File: src/rtl/ps2_pkg.sv
// Shared PS/2 definitions: host-transmit FSM encoding, command bytes and frame payload.
package ps2_pkg;

  typedef enum logic [2:0] {
    IDLE,
    INHIBIT,
    REQ,
    SHIFT,
    ACK,
    WAIT_REL
  } state_t;

  localparam logic [7:0] CMD_RESET  = 8'hFF;
  localparam logic [7:0] CMD_ENABLE = 8'hF4;
  localparam logic [7:0] ACK_BYTE   = 8'hFA;

  // Payload shifted out after the start bit, LSB of data first, parity last.
  typedef struct packed {
    logic       par;
    logic [7:0] data;
  } tx_frame_t;

  function automatic logic odd_par(input logic [7:0] d);
    return ~^d;
  endfunction

endpackage

File: src/rtl/ps2_clk_filter.sv
// PS/2 pad conditioning: 2-flop synchronizers, clock majority-free run-length filter, fall strobe.
module ps2_clk_filter #(
  parameter int unsigned FILT_LEN = 8
) (
  input  logic clk,
  input  logic rst,
  input  logic c_raw,
  input  logic d_raw,
  input  logic clr,
  output logic c_sync,
  output logic d_sync,
  output logic fall
);

  logic                c_meta;
  logic                d_meta;
  logic                c_filt;
  logic [FILT_LEN-1:0] hist;
  logic                all_one;
  logic                all_zero;

  assign all_one  = &hist;
  assign all_zero = ~|hist;

  // Idle PS/2 lines are pulled high, so the history resets to ones.
  always_ff @(posedge clk) begin
    if (rst) begin
      c_meta <= 1'b1;
      c_sync <= 1'b1;
      d_meta <= 1'b1;
      d_sync <= 1'b1;
      hist   <= '1;
      c_filt <= 1'b1;
      fall   <= 1'b0;
    end else begin
      c_meta <= c_raw;
      c_sync <= c_meta;
      d_meta <= d_raw;
      d_sync <= d_meta;
      hist   <= {hist[FILT_LEN-2:0], c_sync};
      if (all_one) begin
        c_filt <= 1'b1;
      end else if (all_zero) begin
        c_filt <= 1'b0;
      end
      fall <= c_filt & all_zero & ~clr;
    end
  end

endmodule

File: src/rtl/ps2_host_tx.sv
// PS/2 host-to-device transmitter: inhibit, request-to-send, clock out one byte on device falls, check ACK.
module ps2_host_tx
  import ps2_pkg::*;
#(
  parameter int unsigned INHIBIT_CYCLES = 5000,
  parameter int unsigned TIMEOUT_CYCLES = 750000,
  parameter int unsigned FILT_LEN       = 8
) (
  input  logic       clk,
  input  logic       rst,
  input  logic [7:0] tx_data,
  input  logic       tx_start,
  output logic       busy,
  output logic       done,
  output logic       ack_err,
  output logic       timeout,
  input  logic       ps2_c_in,
  input  logic       ps2_d_in,
  output logic       ps2_c_oe,
  output logic       ps2_d_oe
);

  localparam int unsigned IW = $clog2(INHIBIT_CYCLES + 1);
  localparam int unsigned TW = $clog2(TIMEOUT_CYCLES + 1);
  localparam logic [IW-1:0] I_LAST = IW'(INHIBIT_CYCLES - 1);
  localparam logic [TW-1:0] T_LAST = TW'(TIMEOUT_CYCLES - 1);

  state_t        state, state_n;
  logic [IW-1:0] icnt, icnt_n;
  logic [TW-1:0] tcnt, tcnt_n;
  logic [3:0]    bcnt, bcnt_n;
  logic [8:0]    sh, sh_n;
  logic          busy_n, done_n, ack_err_n, timeout_n, c_oe_n, d_oe_n;
  logic          c_sync, d_sync, fall;
  tx_frame_t     frame_ld;

  ps2_clk_filter #(
    .FILT_LEN(FILT_LEN)
  ) u_filt (
    .clk   (clk),
    .rst   (rst),
    .c_raw (ps2_c_in),
    .d_raw (ps2_d_in),
    .clr   (state == REQ),
    .c_sync(c_sync),
    .d_sync(d_sync),
    .fall  (fall)
  );

  assign frame_ld = '{par: odd_par(tx_data), data: tx_data};

  always_ff @(posedge clk) begin
    if (rst) begin
      state    <= IDLE;
      icnt     <= '0;
      tcnt     <= '0;
      bcnt     <= '0;
      sh       <= '0;
      busy     <= 1'b0;
      done     <= 1'b0;
      ack_err  <= 1'b0;
      timeout  <= 1'b0;
      ps2_c_oe <= 1'b0;
      ps2_d_oe <= 1'b0;
    end else begin
      state    <= state_n;
      icnt     <= icnt_n;
      tcnt     <= tcnt_n;
      bcnt     <= bcnt_n;
      sh       <= sh_n;
      busy     <= busy_n;
      done     <= done_n;
      ack_err  <= ack_err_n;
      timeout  <= timeout_n;
      ps2_c_oe <= c_oe_n;
      ps2_d_oe <= d_oe_n;
    end
  end

  always_comb begin
    state_n   = state;
    icnt_n    = icnt;
    tcnt_n    = tcnt;
    bcnt_n    = bcnt;
    sh_n      = sh;
    busy_n    = busy;
    done_n    = 1'b0;
    ack_err_n = ack_err;
    timeout_n = 1'b0;
    c_oe_n    = ps2_c_oe;
    d_oe_n    = ps2_d_oe;

    unique case (state)
      IDLE: begin
        c_oe_n = 1'b0;
        d_oe_n = 1'b0;
        if (tx_start) begin
          sh_n      = frame_ld;
          busy_n    = 1'b1;
          ack_err_n = 1'b0;
          icnt_n    = '0;
          state_n   = INHIBIT;
        end
      end

      INHIBIT: begin
        c_oe_n = 1'b1;
        if (icnt == I_LAST) begin
          d_oe_n  = 1'b1;
          state_n = REQ;
        end else begin
          icnt_n = icnt + IW'(1);
        end
      end

      REQ: begin
        c_oe_n  = 1'b0;
        d_oe_n  = 1'b1;
        bcnt_n  = '0;
        tcnt_n  = '0;
        state_n = SHIFT;
      end

      SHIFT, ACK, WAIT_REL: begin
        // Timeout takes priority over any fall in the same cycle.
        if (tcnt == T_LAST) begin
          c_oe_n    = 1'b0;
          d_oe_n    = 1'b0;
          timeout_n = 1'b1;
          busy_n    = 1'b0;
          state_n   = IDLE;
        end else begin
          tcnt_n = tcnt + TW'(1);
          unique case (state)
            SHIFT: begin
              if (fall) begin
                bcnt_n = bcnt + 4'd1;
                if (bcnt < 4'd9) begin
                  d_oe_n = ~sh[0];
                  sh_n   = {1'b0, sh[8:1]};
                end else begin
                  d_oe_n  = 1'b0;
                  state_n = ACK;
                end
              end
            end
            ACK: begin
              if (fall) begin
                ack_err_n = d_sync;
                state_n   = WAIT_REL;
              end
            end
            default: begin
              if (c_sync && d_sync) begin
                done_n  = 1'b1;
                busy_n  = 1'b0;
                state_n = IDLE;
              end
            end
          endcase
        end
      end

      default: begin
        c_oe_n  = 1'b0;
        d_oe_n  = 1'b0;
        busy_n  = 1'b0;
        state_n = IDLE;
      end
    endcase
  end

endmodule
File: config.mk
export PLATFORM = sky130hd
export DESIGN_NAME = ps2_host_tx
export DESIGN_NICKNAME = d
export VERILOG_FILES = /design/src/rtl/ps2_pkg.sv /design/src/rtl/ps2_clk_filter.sv /design/src/rtl/ps2_host_tx.sv
export SDC_FILE = /design/constraint.sdc
export NUM_CORES = 1
export LEC_CHECK = 0
export ABC_AREA = 1
export CAP_MARGIN = 30
export CORE_MARGIN = 2
export CORE_UTILIZATION = 50
export DETAILED_ROUTE_END_ITERATION = 7
export GPL_ROUTABILITY_DRIVEN = 0
export PLACE_DENSITY = 0.73
export SYNTH_ARGS = -nofsm -noshare
export SYNTH_HDL_FRONTEND = slang
export SYNTH_SLANG_ARGS = --single-unit
export TNS_END_PERCENT = 20
File: constraint.sdc
create_clock -name clk -period 2.1 [get_ports clk]
set_input_delay 0.525 -clock clk [delete_from_list [all_inputs] [get_ports clk]]
set_output_delay 0.525 -clock clk [all_outputs]
set_load 0.02 [all_outputs]
### Word level (Yosys, flattened, before mapping)

Index checks and enable logic that the tools add are counted.

| storage, ports and cells | value |
|---|---|
| output and inout port bits | 6 |
| register bits | 69 |
| word-level logic and storage cells | 119 |

| operators by class | value |
|---|---|
| eq/ne operators | 24 |
| add/sub/neg operators | 3 |
| muxes and demuxes | 44 |
| magnitude comparators | 1 |
| reductions and logical operators | 23 |
| bitwise gates (word level) | 6 |

Operators by type and width:

| kind | number |
|---|---|
| $mux 9 | 5 |
| $pmux 20 s2 | 1 |
| $mux 13 | 2 |
| $pmux 13 s2 | 1 |
| $mux 3 | 7 |
| $add 20x1->20 const B | 1 |
| $eq 20x20->1 const B | 1 |
| $mux 20 | 1 |
| $pmux 9 s2 | 1 |
| $mux 1 | 16 |
| $ne 2x2->1 const B | 8 |
| $add 13x1->13 const B | 1 |
| $eq 13x13->1 const B | 1 |
| $mux 4 | 3 |
| $pmux 3 s4 | 1 |
| $reduce_and 6->1 | 2 |
| $ne 3x3->1 const B | 3 |
| $ne 4x3->1 const B | 2 |
| $pmux 4 s2 | 1 |
| $reduce_and 4->1 | 2 |
| $reduce_and 8->1 | 1 |
| $reduce_or 2->1 | 4 |
| $reduce_or 8->1 | 1 |
| $reduce_xnor 8->1 | 1 |
| other kinds (23) | 34 |

### Logic depth before layout (Yosys ltp)

| depth | value |
|---|---|
| word-level depth | 6 |
| mapped depth | 12 |
| gate-level depth less buffers | 12 |

### Hierarchy

A second synthesis with hierarchy kept.

| unflattened totals | value |
|---|---|
| cell total of the unflattened synthesis | 599 |
| area, all modules | 3,857.4 um2 |

By module, submodules not included:

| module | cells each | area each (um2) | instances |
|---|---|---|---|
| ps2_host_tx | 554 | 3,414.5 | 1 |
| ps2_clk_filter | 45 | 442.9 | 1 |

### Least setup slack after synthesis

OpenSTA, ideal clock, no wires.

| timing path | value |
|---|---|
| kind | reg-to-reg |
| from | register tcnt[0] |
| to | register sh[0] |
| library setup time | 116 ps |
| stages on the path, launching flop included | 10 |
| path buffers | 1 |
| data required time | 1,984 ps |
| arrival time | 1,503 ps |
| clock period less this slack | 1,619 ps |
| setup slack | 481 ps |
| path through | dfxtp_1 ha_1 buf_4 nand3_1 nor2_2 nand3_2 nor2_1 nor2_4 o21ai_0 nor2_1 |

| between the ends | value |
|---|---|
| word-level cells in the longest chain between the ends | 3 |

RTL lines:

| item | line | source |
|---|---|---|
| start: declaration | ps2_host_tx.sv:30 | `logic [TW-1:0] tcnt, tcnt_n;` |
| start signal: assignment | ps2_host_tx.sv:68 | `tcnt <= tcnt_n;` |
| $eq 20x20->1 | ps2_host_tx.sv:126 | `if (tcnt == T_LAST) begin` |
| $ne 2x2->1 (no line) | - |  |
| $reduce_and 6->1 (no line) | - |  |
| end signal: assignment | ps2_host_tx.sv:70 | `sh <= sh_n;` |
| end: declaration | ps2_host_tx.sv:32 | `logic [8:0] sh, sh_n;` |

No other way between the ends.
A chain may end at the register's enable or synchronous reset.

### Worst setup path after layout

| timing path | value |
|---|---|
| from | register ps2_d_oe |
| to | output port ps2_d_oe |

RTL lines:

| item | line | source |
|---|---|---|
| start: declaration | ps2_host_tx.sv:20 | `output logic ps2_d_oe` |
| start signal: assignment | ps2_host_tx.sv:76 | `ps2_d_oe <= d_oe_n;` |

No word-level cell between the ends.

==> flow_summary.ini <==
[min_path]
min_from = u_filt.c_meta
worstHoldPathType = reg -> reg

[worst_setup_path]
worst_path_largest_cell_delay_ns = 0.61
crit_buf_inv = 1
start_kind = register
critical_path.slowest_cell = clkdlybuf4s50_1
worstPathMaxFanout = 2
worst_ep_arrival_time_ns = 1.32
cp-startpoint = ps2_d_oe
worstSetupPathType = reg -> out
worstPathRequired_ns = 1.57
end_kind = output port
crit_family = buffers and inverters
timing.rr.start = tcnt[0]
cp_cell_sequence = clkdlybuf4s50_1

[synthesis]
synth_area_um2 = 3700
synth_cell_type_count = 34
synth_top_area_cell = dfxtp_1
synth_cells = 575
synthXorXnorAreaFrac_pct = 2.60
synthArstFlopShare_pct = 0
synth.most_common_cell = nand2_1
ys_seq_area_share_pct = 37.3
syn_area_per_cell_um2 = 6.44
netlist_top_cells_count = 162 x nand2_1, 93 x nor2_1, 69 x dfxtp_1
yosys.area_share.simple_pct = 41.6
synth_area_leaders = dfxtp_1 37%, nand2_1 16%, nor2_1 9.4%
synth_nets = 592
synth_top_family_by_area = simple AND/OR/NAND/NOR gates
ys.flop_type = dfxtp_1
synth_edf_count = 0
synthAdderAreaFrac_pct = 1.35
synth.area.mux_share_pct = 0
ys_warn_count = 0
synth.ff_latch_count = 69
synth-compound-area-share_pct = 9.02
synth_top_area_share_pct = 37.3

[sta]
rsz0062_at_grt = no
finalCritPeriodShare_pct = 87.8
fin_tns_setup_ns = 0
drv_slew = 0
finalHoldViolations = 0
finalSetupViolations = 0
worstMarginPinSlew_ns = 0.481
setup_ws_ns = 0.255
relSlewSlack_pct = 67.8
period_minus_slack_ns = 1.84
fmax_ghz = 0.542
skew_ns = 0.00846

[drt]
avgViaCountPerCell = 5.10
wire_per_inst_um = 11.5
wirelength_um = 8150
first_pass_iters = 5
drt_iter0_drc = 198
drtAntennaViolNets = 0
drc = 0
vias = 3602

[global_route]
grt_max_degree = 24
grt_pass1_wl_um = 14300
grt.total_usage_pct = 21.2
overflow = 0
grt_pass1_vias = 3244
antenna_found_initial = 0

[placed_design]
io_buffers = 18
postPlaceCellArea_um2 = 4020
dpl.hpwl_um = 6220
dpl_worst_slack_ns = 0.131

[clock_tree]
htreeDepth = 3
postCtsHoldBufs = 0
path_clk_slew_ns = 0.07
cts-buffers-inserted = 9
cts_setup_buffers = 0
cts_tree = built
clk_latency_ns = 0.35
postCtsResizedCells = 0
clock_path_buffers = 2
cts_num_sinks = 69
cts_root_buf = clkbuf_8

[layout]
utilization_pct = 58.4
fin_area_um2 = 4210
area_growth_pct = 13.6
nets = 619
antenna_cells = 0
layout-drive-gt1-share_pct = 9.56

[floorplan]
fp.coreArea_um2 = 7210
io_pins = 19
die-height_um = 90.1
die_area_um2 = 8110
rows = 31
start_util_pct = 51.4
die_w_um = 90.1

[pwr]
p_leak_nw = 1.77
peakVddDrop_mv = 0.670
p_per_area_nw_per_um2 = 991

[outcome]
outcome = complete, no violations

[job]
maxCapViolCount = 0
==> cells by family after synthesis <==
kind of cell	count (synthesis)
simple gates	353
buf+inv	74
flops	69
compound gates	64
xor+xnor	11
fa+ha+maj	4
==> path summary, 6_finish.rpt <==
kind,end,slack [ns],cells past startpoint
max,ps2_d_oe,0.26,1
min,u_filt.c_sync,0.41,1
max reg2reg,sh[3],0.28,8
min reg2reg,u_filt.c_sync,0.41,1
==> placed cells by master, fill, tap and decap left out <==
master / Yosys / routed
a21oi_1: 35 / 35
a22oi_1: 3 / 3
buf_4: 3 / 9
clkbuf_8: 0 / 12
clkdlybuf4s50_1: 0 / 18
clkinv_2: 0 / 1
clkinv_4: 1 / 2
clkinvlp_4: 0 / 1
dfxtp_1: 69 / 69
ha_1: 4 / 4
inv_1: 57 / 57
inv_2: 5 / 5
inv_6: 0 / 1
nand2_1: 162 / 162
nand2_2: 6 / 6
nand2_4: 3 / 3
nand3_1: 38 / 38
nand3_2: 2 / 2
nand3b_1: 1 / 1
nand4_1: 14 / 14
nor2_1: 93 / 93
nor2_2: 2 / 2
nor2_4: 1 / 1
nor3_1: 13 / 13
nor3_2: 1 / 1
nor3b_1: 1 / 1
nor4_1: 4 / 4
o21a_1: 1 / 1
o21ai_0: 22 / 22
o21ai_1: 1 / 1
o21bai_1: 1 / 1
o22ai_1: 1 / 1
or2_2: 12 / 12
xnor2_1: 4 / 4
xor2_1: 7 / 7
==> metal layers <==
layer	wire, um	global-route usage [%]
met5	0	0
met4	103	6.28
met3	458	5.28
met2	3730	33.7
met1	3850	28.5
==> sequential cells by signal, indices dropped and copies added (netlist names), 3 cells and up <==
| name | cells |
|---|---|
| state | 3 |
| icnt | 13 |
| bcnt | 4 |
| sh | 9 |
| tcnt | 20 |
| u_filt.hist | 8 |
==> final cells by class <==
cell class | instances | area [um^2]
Clock buffer | 12 | 165
Multi-Input combinational cell | 432 | 2020
Timing Repair Buffer | 27 | 248
Clock inverter | 4 | 30.0
Inverter | 63 | 241
Tap cell | 99 | 124
Fill cell | 736 | 3000
Sequential cell | 69 | 1380
==> where the power goes <==
| group | internal (mW) | switching, mW |
|---|---|---|
| logic | 0.482 | 1.07 |
| registers | 1.46 | 0.123 |
| clock network | 0.529 | 0.508 |
| total | 2.47 | 1.71 |
==> stage by stage <==
stage	std cells	total power [mW]	hold slack, ns
finish	706	4.17	0.411
global route	706	4.50	0.423
CTS	706	4.18	0.414
detailed placement	690	3.15	0.397
global placement	690	3.13	0.391
floorplan	575	2.77	0.389
Note: power is estimated with default switching activity, not from simulation.
